**config.mk**
```make
export PLATFORM = sky130hd
export DESIGN_NAME = word_stacker
export DESIGN_NICKNAME = d
export VERILOG_FILES = /design/src/rtl/hwpe_aes_pkg.sv /design/src/rtl/word_stacker.sv
export SDC_FILE = /design/constraint.sdc
export NUM_CORES = 1
export LEC_CHECK = 0
export CORE_MARGIN = 1
export CORE_UTILIZATION = 49
export CTS_BUF_LIST = sky130_fd_sc_hd__clkbuf_16
export DETAILED_ROUTE_END_ITERATION = 6
export PLACE_DENSITY = 0.81
export SLEW_MARGIN = 10
export SYNTH_ARGS = -nofsm -noshare
export SYNTH_HDL_FRONTEND = slang
export SYNTH_SLANG_ARGS = --single-unit
```
**constraint.sdc**
```tcl
create_clock -name clk_i -period 8.9 [get_ports clk_i]
set_input_delay 1.78 -clock clk_i [delete_from_list [all_inputs] [get_ports clk_i]]
set_output_delay 1.78 -clock clk_i [all_outputs]
set_load 0.02 [all_outputs]
```
**src/rtl/hwpe_aes_pkg.sv**
```systemverilog
// Shared types and constants for the HWPE-to-AES datapath.
package hwpe_aes_pkg;

  localparam int unsigned AES_BLK_W   = 128;
  localparam int unsigned AES_WORD_W  = 32;
  localparam int unsigned AES_N_WORDS = AES_BLK_W / AES_WORD_W;

  typedef logic [$clog2(AES_N_WORDS)-1:0] stack_cnt_t;

  typedef struct packed {
    logic [AES_BLK_W-1:0]   data;
    logic [AES_N_WORDS-1:0] strb;
    logic                   last;
  } beat_t;

endpackage

```
**src/rtl/word_stacker.sv**
```systemverilog
// N:1 stream width converter: packs N_WORDS input words into one wide beat with
// runtime lane order, partial-beat flush with lane strobe and last marking.
module word_stacker
  import hwpe_aes_pkg::*;
#(
  parameter int unsigned IN_W    = AES_WORD_W,
  parameter int unsigned N_WORDS = AES_N_WORDS
) (
  input  logic                    clk_i,
  input  logic                    rst_i,
  input  logic                    clr_i,
  input  logic                    enable_i,
  input  logic                    msb_first_i,
  input  logic                    flush_i,
  input  logic                    valid_i,
  output logic                    ready_o,
  input  logic [IN_W-1:0]         word_i,
  output logic                    valid_o,
  input  logic                    ready_i,
  output logic [N_WORDS*IN_W-1:0] word_o,
  output logic [N_WORDS-1:0]      strb_o,
  output logic                    last_o
);

  localparam int unsigned CNT_W = $clog2(N_WORDS);
  localparam int unsigned OUT_W = N_WORDS * IN_W;

  typedef logic [CNT_W-1:0] cnt_t;

  typedef struct packed {
    logic [OUT_W-1:0]   data;
    logic [N_WORDS-1:0] strb;
    logic               last;
  } lbeat_t;

  localparam cnt_t CNT_LAST = cnt_t'(N_WORDS - 1);

  function automatic cnt_t lane_idx(input cnt_t cnt, input logic msb_first);
    cnt_t idx;
    if (msb_first) begin
      idx = CNT_LAST - cnt;
    end else begin
      idx = cnt;
    end
    return idx;
  endfunction

  // assembly stage
  logic [OUT_W-1:0]   acc_r;
  logic [N_WORDS-1:0] acc_strb_r;
  cnt_t               cnt_r;
  logic               flush_pend_r;

  // output stage
  lbeat_t             beat_r;
  logic               valid_r;

  logic               out_free_s;
  logic               ready_s;
  logic               accept_s;
  logic               complete_s;
  logic               flush_want_s;
  logic               load_s;
  cnt_t               lane_s;
  logic [OUT_W-1:0]   acc_next_s;
  logic [N_WORDS-1:0] strb_next_s;

  // Handshake decode and next assembly contents including the word accepted this cycle
  always_comb begin
    out_free_s  = ~valid_r | ready_i;
    ready_s     = enable_i & ((cnt_r != CNT_LAST) | out_free_s) & ~flush_pend_r;
    accept_s    = valid_i & ready_s;
    lane_s      = lane_idx(cnt_r, msb_first_i);
    acc_next_s  = acc_r;
    strb_next_s = acc_strb_r;
    if (accept_s) begin
      acc_next_s[lane_s*IN_W +: IN_W] = word_i;
      strb_next_s[lane_s]             = 1'b1;
    end else begin
      acc_next_s  = acc_r;
      strb_next_s = acc_strb_r;
    end
    complete_s = accept_s & (cnt_r == CNT_LAST);
    // A flush only matters when there is something to emit, or one is already waiting
    flush_want_s = enable_i & (flush_pend_r | (flush_i & ((cnt_r != '0) | accept_s)));
    load_s       = complete_s | (flush_want_s & out_free_s);
  end

  // Assembly register: fill counter, partial data, lane mask, pending flush
  always_ff @(posedge clk_i or posedge rst_i) begin
    if (rst_i) begin
      acc_r        <= '0;
      acc_strb_r   <= '0;
      cnt_r        <= '0;
      flush_pend_r <= 1'b0;
    end else if (clr_i || load_s) begin
      acc_r        <= '0;
      acc_strb_r   <= '0;
      cnt_r        <= '0;
      flush_pend_r <= 1'b0;
    end else if (flush_want_s) begin
      // output stage busy: keep the partial (plus any word taken now) until it drains
      acc_r        <= acc_next_s;
      acc_strb_r   <= strb_next_s;
      cnt_r        <= accept_s ? cnt_r + cnt_t'(1) : cnt_r;
      flush_pend_r <= 1'b1;
    end else if (accept_s) begin
      acc_r      <= acc_next_s;
      acc_strb_r <= strb_next_s;
      cnt_r      <= cnt_r + cnt_t'(1);
    end
  end

  // Output register: load a finished or flushed beat, drop it once taken downstream
  always_ff @(posedge clk_i or posedge rst_i) begin
    if (rst_i) begin
      beat_r  <= '0;
      valid_r <= 1'b0;
    end else if (clr_i) begin
      beat_r  <= '0;
      valid_r <= 1'b0;
    end else if (load_s) begin
      beat_r.data <= acc_next_s;
      beat_r.strb <= strb_next_s;
      beat_r.last <= flush_want_s;
      valid_r     <= 1'b1;
    end else if (enable_i && valid_r && ready_i) begin
      beat_r  <= '0;
      valid_r <= 1'b0;
    end
  end

  assign ready_o = ready_s;
  assign valid_o = valid_r;
  assign word_o  = beat_r.data;
  assign strb_o  = beat_r.strb;
  assign last_o  = beat_r.last;

endmodule

```
==> results.cfg, run 1 <==
[run_status]
status = complete, no violations

[worst_setup_path]
crit_type = input pin to primary output
cp_max_fo = 9
critPathLaunchType = input pin
crit_required_ps = 7120
arrival_ps = 3630
cp-end-kind = primary output

[power]
power_mw = 2.64
power_leakage_nw = 6.35
p_per_area_mw_per_mm2 = 186
ir_worst_vdd_uv = 179

[clocking]
hold_buffers = 0
cts_setup_buffers = 0
worstSkewPairLatency_ps = 530
cts_max_level = 1
cts_sinks = 269
cts_root_buffer = clkbuf_16
cts_resized = 0
cts.clk_slew.worst_paths_ps = 60
cts_tree = done
cts_made_buffers = 28
clockBufferDepth = 3

[sta]
fin_crit_ps = 5410
fin_crit_sh_pct = 60.8
slew_headroom_pct = 18.2
setup-tns-final_ps = 0
finalHoldViolations = 0
setup_violations = 0
drv_slew = 0
fmax_ghz = 0.185
rsz0062_at_grt = no
tightest_slew_ps = 1230
skew_ps = 21.6

[synthesis]
synth-edff-count = 0
synth_fa_ha_area_share_pct = 1.10
yosys-top-cells-area = dfrtp_1 (59%), mux2i_1 (11%), o2bb2ai_1 (10%)
synth_xor_xnor_area_share_pct = 0.232
synthFlopType = dfrtp_1
ys_seq_area_share_pct = 59.3
synth_top_family_by_area = simple AND/OR/NAND/NOR gates
synth_mux_area_share_pct = 11.4
synth_nets = 988
netlist-cell-type-count = 34
synth_compound_area_share_pct = 11.0
synth_area_leader_cell = dfrtp_1
yosys_warnings = 0
syn-mean-instance-area_um2 = 12.1
ys_seq_elements = 269
synth_cells = 938
synth_simple_gate_area_share_pct = 13.0
post-synth-top-area-fraction_pct = 59.3
synth_area_mm2 = 0.0113
synth_async_sr_flop_share_pct = 100

[global_routing]
grt_max_degree = 189
grt_usage_pct = 24.7
grt_pass1_vias = 8348
grt_pass1_wl_mm = 46.6
antenna_found_initial = 0
grt_remaining_overflow = 0

[route]
drtIter0Drc = 573
drt_pass1_iterations = 4
wl_per_cell_um = 20.8
via_per_inst = 5.81
wl_mm = 28.7
postRouteAntennaNets = 0
drc_errors = 0
via_count = 7997

[floorplan]
core_area_mm2 = 0.0227
dieArea_mm2 = 0.0238
pin_count = 175
die_width_um = 154
initial_utilization_pct = 50.0
die_h_um = 154
core.rowCount = 55

[job]
cap_viol_max_count = 0

[min_path]
hold_path_class = flop to flop

[cells_and_area]
n_fill_cell = 1800
final_cell_area_mm2 = 0.0141
drive_above_1_share_pct = 5.77
final_nets = 1121
antennaDiodeCount = 0
area_growth_pct = 24.6

[place]
port_buffers = 174
gp_congestion = 0.777
placed_cell_area_mm2 = 0.0132
hpwl_mm = 16.3
## power by group
part	internal, mW	switching [mW]	leakage [nW]
sequential	1.23	0.00445	3.76
clock	0.669	0.464	0.467
combinational	0.0832	0.186	2.13
total	1.98	0.654	6.35
## state kept, by name, indices dropped and copies added, names as in the netlist
name          flops
acc_r           128
acc_strb_r        4
valid_o           1
flush_pend_r      1
cnt_r             2
word_o          128
last_o            1
strb_o            4
## per-layer routing
metal / share of wire (%) / GRT usage (%) / up-vias / wire (µm)
met4: 1.8 / 6.33 / 0 / 510
met2: 46 / 38.2 / 233 / 13200
met1: 46 / 35.9 / 4089 / 13200
met3: 6.0 / 4.51 / 40 / 1720
met5: 0 / 0 / - / 0
li1: - / - / 3635 / -
## through the flow
step                      utilization [%]  hold slack (ps)  cells  setup WS [ps]
after detailed placement             58.2              473   1325           3490
after global placement               58.2              464   1325           3530
final                                62.3              486   1376           3490
after floorplan                         -              449    938           3570
after CTS                            62.1              490   1375           3490
after global routing                 62.3              507   1376           3360
## area by class of cell
type                       instances  area (µm²)  area share (%)
sequential                       269        6730            47.6
multi-input combinational        577        4250            30.1
timing repair buffer             188        1880            13.3
clock buffer                      29         726            5.13
tap                              285         357            2.52
clock inverter                    21         163            1.15
inverter                           7        30.0           0.212
## cells in the final DEF (no fill, tap or decap), types with 2 or more instances in the layout
cell / instances
dfrtp_1: 269
clkdlybuf4s50_1: 174
nor2_1: 138
o2bb2ai_1: 132
mux2i_1: 129
and3_1: 126
clkbuf_16: 29
inv_1: 13
buf_4: 12
ha_1: 10
nand2_1: 6
clkinv_1: 6
nor3_4: 4
a21oi_1: 4
clkinv_2: 4
nand2b_1: 3
bufinv_16: 3
nor3_1: 2
xnor2_1: 2
## final timing paths
check | startpoint | end | slack (ps) | cells past startpoint
setup / recovery | enable_i | ready_o | 3490 | 4
hold / removal | word_o[16] | word_o[16] | 490 | 1
setup reg to reg | cnt_r[0] | word_o[81] | 5300 | 8
hold reg to reg | word_o[16] | word_o[16] | 490 | 1
max in group asynchronous | rst_i | word_o[69] | 5310 | 4
min in group asynchronous | rst_i | acc_r[38] | 1880 | 3
## cell families after synthesis
group           count (synthesis)
mux                           129
simple gates                  290
fa+ha+maj                      10
buf+inv                        92
compound gates                145
flops                         269
xor+xnor                        3
## worst max-delay path: stages
cell and delay (ps):
clkdlybuf4s50_1 680, nand2b_1 350, nor2_1 200, clkdlybuf4s50_1 620
## Yosys cell counts (all sizes together), types with 3 or more instances
master / instances
buf: 37
nand2b: 3
and3: 126
nor3: 6
nor2b: 3
nand2: 6
a21oi: 4
clkbuf: 48
xnor2: 3
mux2i: 129
ha: 10
o2bb2ai: 132
nor2: 139
dfrtp: 269
inv: 7
(Power assumes the default switching activity.)
==> inputs of run 2 (changes only) <==
clock period = 4.9 ns   (was 8.9 ns; I/O delays follow)
==> run 2 against run 1 <==
  * Worst hold slack better by 2.1 ps
  * Sequential power is 82% higher
  * Critical path depth unchanged
  * Non-clock buffer count stayed put
  * Sequential share of layout area decreased by 0.16 points
  * Combinational power increased by 84%
  * Die area unchanged
  * Power increased by 84%
  * Register-to-register slack lost 3500 ps
  * Cell area increased by 0.33%
  * Clock power rose by 87%
  * Largest cell class unchanged
  * Largest power group unchanged
==> results.cfg, run 2 (synthesis results as in run 1) <==
[min_path]
hold_path_class = flop to flop

[clocking]
cts_sinks = 269
cts_resized = 0
worstSkewPairLatency_ps = 530
clockBufferDepth = 3
cts_tree = done
cts_made_buffers = 27
cts_setup_buffers = 0
cts_max_level = 1
cts_root_buffer = clkbuf_16
hold_buffers = 0
cts.clk_slew.worst_paths_ps = 60

[route]
wl_per_cell_um = 20.9
postRouteAntennaNets = 0
wl_mm = 28.7
via_count = 8037
drc_errors = 0
drt_pass1_iterations = 5
via_per_inst = 5.85
drtIter0Drc = 601

[cells_and_area]
drive_above_1_share_pct = 6.06
final_nets = 1120
layout_commonest_cell = dfrtp_1
area_growth_pct = 25.0
final_cells = 1374
utilization_pct = 62.5
final_cell_mix = dfrtp_1 (269), clkdlybuf4s50_1 (174), nor2_1 (138)
antennaDiodeCount = 0

[power]
p_per_area_mw_per_mm2 = 342
power_mw = 4.85
intPower_mw = 3.65
power_frac_seq_pct = 46.3
clkPwrFrac_pct = 43.5
combPwrFrac_pct = 10.2
ir_worst_vdd_uv = 225
switchingPower_mw = 1.20
switching_share_pct = 24.7
power_leakage_nw = 6.36

[place]
gp_congestion = 0.760
dp.cells = 1326
hpwl_mm = 16.1
port_buffers = 174

[floorplan]
die_width_um = 154
pin_count = 175
core.rowCount = 55
initial_utilization_pct = 50.0
core_area_mm2 = 0.0227
die_h_um = 154
dieArea_mm2 = 0.0238

[sta]
rsz0062_at_grt = no
slew_headroom_pct = 32.9
drv_slew = 0
finalHoldViolations = 0
fin_crit_ps = 3820
skew_ps = 11.1
setup_violations = 0
setup-tns-final_ps = 0
fmax_ghz = 0.262
tightest_slew_ps = 1000
fin_crit_sh_pct = 77.9

[global_routing]
grt_usage_pct = 24.7
grt_max_degree = 151
grt_pass1_vias = 8234
grt_remaining_overflow = 0
antenna_found_initial = 0
grt_pass1_wl_mm = 46.8

[worst_setup_path]
cp-end-kind = primary output
critPathLaunchType = input pin
crit_required_ps = 3920
crit_type = input pin to primary output
arrival_ps = 2840
cp_max_fo = 9

[run_status]
status = complete, no violations

[job]
cap_viol_max_count = 0
==> run 2: cell types whose count changed in the layout (fill, tap and decap cells not counted) <==
cell,change
nor2_2,+1
clkinv_2,+2
bufinv_16,+2
nor2_4,-1
buf_12,+5
clkinv_1,-3
clkinvlp_4,+1
inv_1,-2
clkbuf_16,-2
buf_16,-1
buf_4,-4
==> run 2: area by class of cell <==
class | count | area, µm²
Sequential cell | 269 | 6730
Tap cell | 285 | 357
Timing Repair Buffer | 188 | 1920
Inverter | 7 | 30.0
Multi-Input combinational cell | 577 | 4250
Fill cell | 1791 | 8520
Clock inverter | 21 | 221
Clock buffer | 27 | 676
==> run 2: critical path, stage by stage <==
cell and delay [ps]:
clkdlybuf4s50_1 680, nand2b_1 370, nor2_1 180, clkdlybuf4s50_1 620
==> run 2: worst paths after layout <==
path	start	to	slack [ps]	cells after the start
min	word_o[93]	word_o[93]	490	1
min in group asynchronous	rst_i	acc_r[37]	1010	3
max in group asynchronous	rst_i	acc_r[28]	3210	3
max reg2reg	cnt_r[1]	word_o[7]	1820	7
min reg2reg	word_o[93]	word_o[93]	490	1
max	enable_i	ready_o	1080	4
==> run 2: routing by layer <==
| metal | vias up | GRT usage (%) | wire length, µm |
|---|---|---|---|
| li1 | 3624 | - | - |
| met3 | 35 | 3.95 | 1710 |
| met1 | 4129 | 36.9 | 13100 |
| met4 | 0 | 5.62 | 494 |
| met5 | - | 0 | 0 |
| met2 | 249 | 38.1 | 13300 |
==> run 2: stage by stage <==
| step | instance area, µm² | worst slack (ps) | hold slack [ps] |
|---|---|---|---|
| after global routing | 14200 | 1040 | 499 |
| after floorplan | 11400 | 367 | 449 |
| after CTS | 14200 | 1100 | 491 |
| after detailed placement | 13300 | 801 | 473 |
| final | 14200 | 1080 | 488 |
| after global placement | 13300 | 913 | 465 |
==> run 2: power by group through the flow <==
stage	registers [mW]	clock network, mW	logic (mW)
after floorplan	2.29	0	0.313
final	2.24	2.11	0.496
after detailed placement	2.28	0	0.496
after global routing	2.24	2.24	0.538
after global placement	2.28	0	0.488
after CTS	2.24	2.14	0.497
==> inputs of run 3 (changes only) <==
CORE_UTILIZATION = 54   (was 49)
PLACE_DENSITY = 0.84   (was 0.81)
clock period = 3.8 ns   (was 4.9 ns; I/O delays follow)
==> run 3 against run 2 <==
  * Worst hold slack got worse by 7.4 ps
  * Sequential cell count unchanged
  * Via count increased by 1.5%
  * Clock skew decreased by 3.5 ps
  * Cell count increased by 0.29%
  * Die area decreased by 9.1%
  * Register-to-register slack got worse by 900 ps
  * Routed wire length increased by 1.5%
==> results.cfg, run 3 (synthesis results as in run 1) <==
[cells_and_area]
final_cells = 1378
final_cell_area_mm2 = 0.0144
register_area_mm2 = 0.00673
n_fill_cell = 1430
layout_commonest_cell = dfrtp_1
area_growth_pct = 27.1
final_cell_mix = dfrtp_1 (269), clkdlybuf4s50_1 (174), nor2_1 (138)
drive_above_1_share_pct = 7.86
final_nets = 1137
multi_input_area_mm2 = 0.00425
utilization_pct = 70.6

[route]
wl_mm = 29.1
drt_pass1_iterations = 4
via_per_inst = 5.92
wl_per_cell_um = 21.1
drtIter0Drc = 564
via_count = 8155
drc_errors = 0
postRouteAntennaNets = 0

[sta]
setup-tns-final_ps = 0
finalHoldViolations = 0
whs_ps = 481
fin_ws_ps = 571
fmax_ghz = 0.310
slew_headroom_pct = 27.9
fin_crit_ps = 3230
setup_violations = 0
tightest_slew_ps = 1080
skew_ps = 7.62
drv_slew = 0
fin_crit_sh_pct = 85.0
rsz0062_at_grt = no

[min_path]
hold_path_class = flop to flop

[worst_setup_path]
crit_required_ps = 3040
critical_path.top_delay_family = buffers and inverters
crit_type = input pin to primary output
critical_path.startpoint = ready_i
cp-end-kind = primary output
crit_cells = 5
cp_max_fo = 6
crit_chain = clkdlybuf4s50_1 -> and3b_1 -> buf_4 -> nor2_1 -> clkdlybuf4s50_1
r2r-start = cnt_r[0]
arrival_ps = 2470
crit_end = ready_o
r2r-end = word_o[116]
critPathLaunchType = input pin
cpPeakStageDelay_ps = 620
reg2regPathDepth = 6
critPathSlowestCell = clkdlybuf4s50_1
worst-path-buf-inv = 3
reg2reg_slack_ps = 920
critPathMostFrequentCell = clkdlybuf4s50_1

[global_routing]
grt_pass1_wl_mm = 46.7
antenna_found_initial = 2
grt_usage_pct = 27.6
grt_remaining_overflow = 0
grt_max_degree = 95
grt_pass1_vias = 8316

[floorplan]
pin_count = 175
core_area_mm2 = 0.0204
die_width_um = 147
dieArea_mm2 = 0.0216
die_h_um = 147
initial_utilization_pct = 55.5
core.rowCount = 52

[place]
preCtsSetupSlack_ps = 89.4
gp_congestion = 0.867
placed_cell_area_mm2 = 0.0135
hpwl_mm = 17.3
dp.cells = 1328
port_buffers = 174

[power]
intPower_mw = 4.80
power_mw = 6.38
power_leakage_nw = 6.47
switchingPower_mw = 1.57
combPwrFrac_pct = 10.4
p_per_area_mw_per_mm2 = 442
ir_worst_vdd_uv = 341
clkPwrFrac_pct = 44.2
switching_share_pct = 24.6
power_frac_seq_pct = 45.4

[run_status]
status = complete, no violations

[clocking]
cts_sinks = 269
worstSkewPairLatency_ps = 530
cts_resized = 0
cts_setup_buffers = 0
clockBufferDepth = 3
hold_buffers = 0
cts_root_buffer = clkbuf_16
cts_made_buffers = 27
cts_max_level = 1
cts_tree = done
cts.clk_slew.worst_paths_ps = 60

[job]
cap_viol_max_count = 0
==> run 3: cell count changes in the layout (fill, tap and decap cells not counted), sizes merged <==
cell,previous run,this run
buf,14,31
bufinv,5,6
clkinv,9,14
clkinvlp,2,3
diode,0,1
inv,12,6
==> run 3: worst min-delay path by stage <==
stage,startpoint,end,slack [ps],cells past startpoint
floorplan,acc_strb_r[0],acc_strb_r[0],450,2
global placement,acc_strb_r[0],acc_strb_r[0],470,2
detailed placement,acc_strb_r[0],acc_strb_r[0],470,2
CTS,acc_strb_r[0],acc_strb_r[0],480,2
global route,word_o[48],word_o[48],500,1
finish,acc_strb_r[0],acc_strb_r[0],480,2
==> run 3: power groups by stage <==
stage	combinational [mW]	clock, mW	sequential, mW
floorplan	0.403	0	2.95
global placement	0.643	0	2.94
detailed placement	0.657	0	2.94
CTS	0.661	2.85	2.89
global route	0.714	2.97	2.89
finish	0.665	2.82	2.89
==> run 3: worst min-delay path, cell delays in order (launching register included) <==
cell and delay (ps):
dfrtp_1 320, a21oi_1 50, nor2_1 70
==> run 3: area by class of cell <==
cell class,count,share of cell area (%)
sequential,269,46.7
multi-input combinational,577,29.5
timing repair buffer,205,14.7
clock buffer,27,4.69
tap,270,2.34
clock inverter,22,1.87
inverter,7,0.208
antenna,1,0.0174
==> run 3: routing by layer <==
layer  vias to the layer above  wire (µm)  track usage, %
met4                         2        788            9.38
met3                        55       1710            4.19
met5                         -         12               0
met1                      4149      13100            40.4
li1                       3654          -               -
met2                       295      13500            42.4
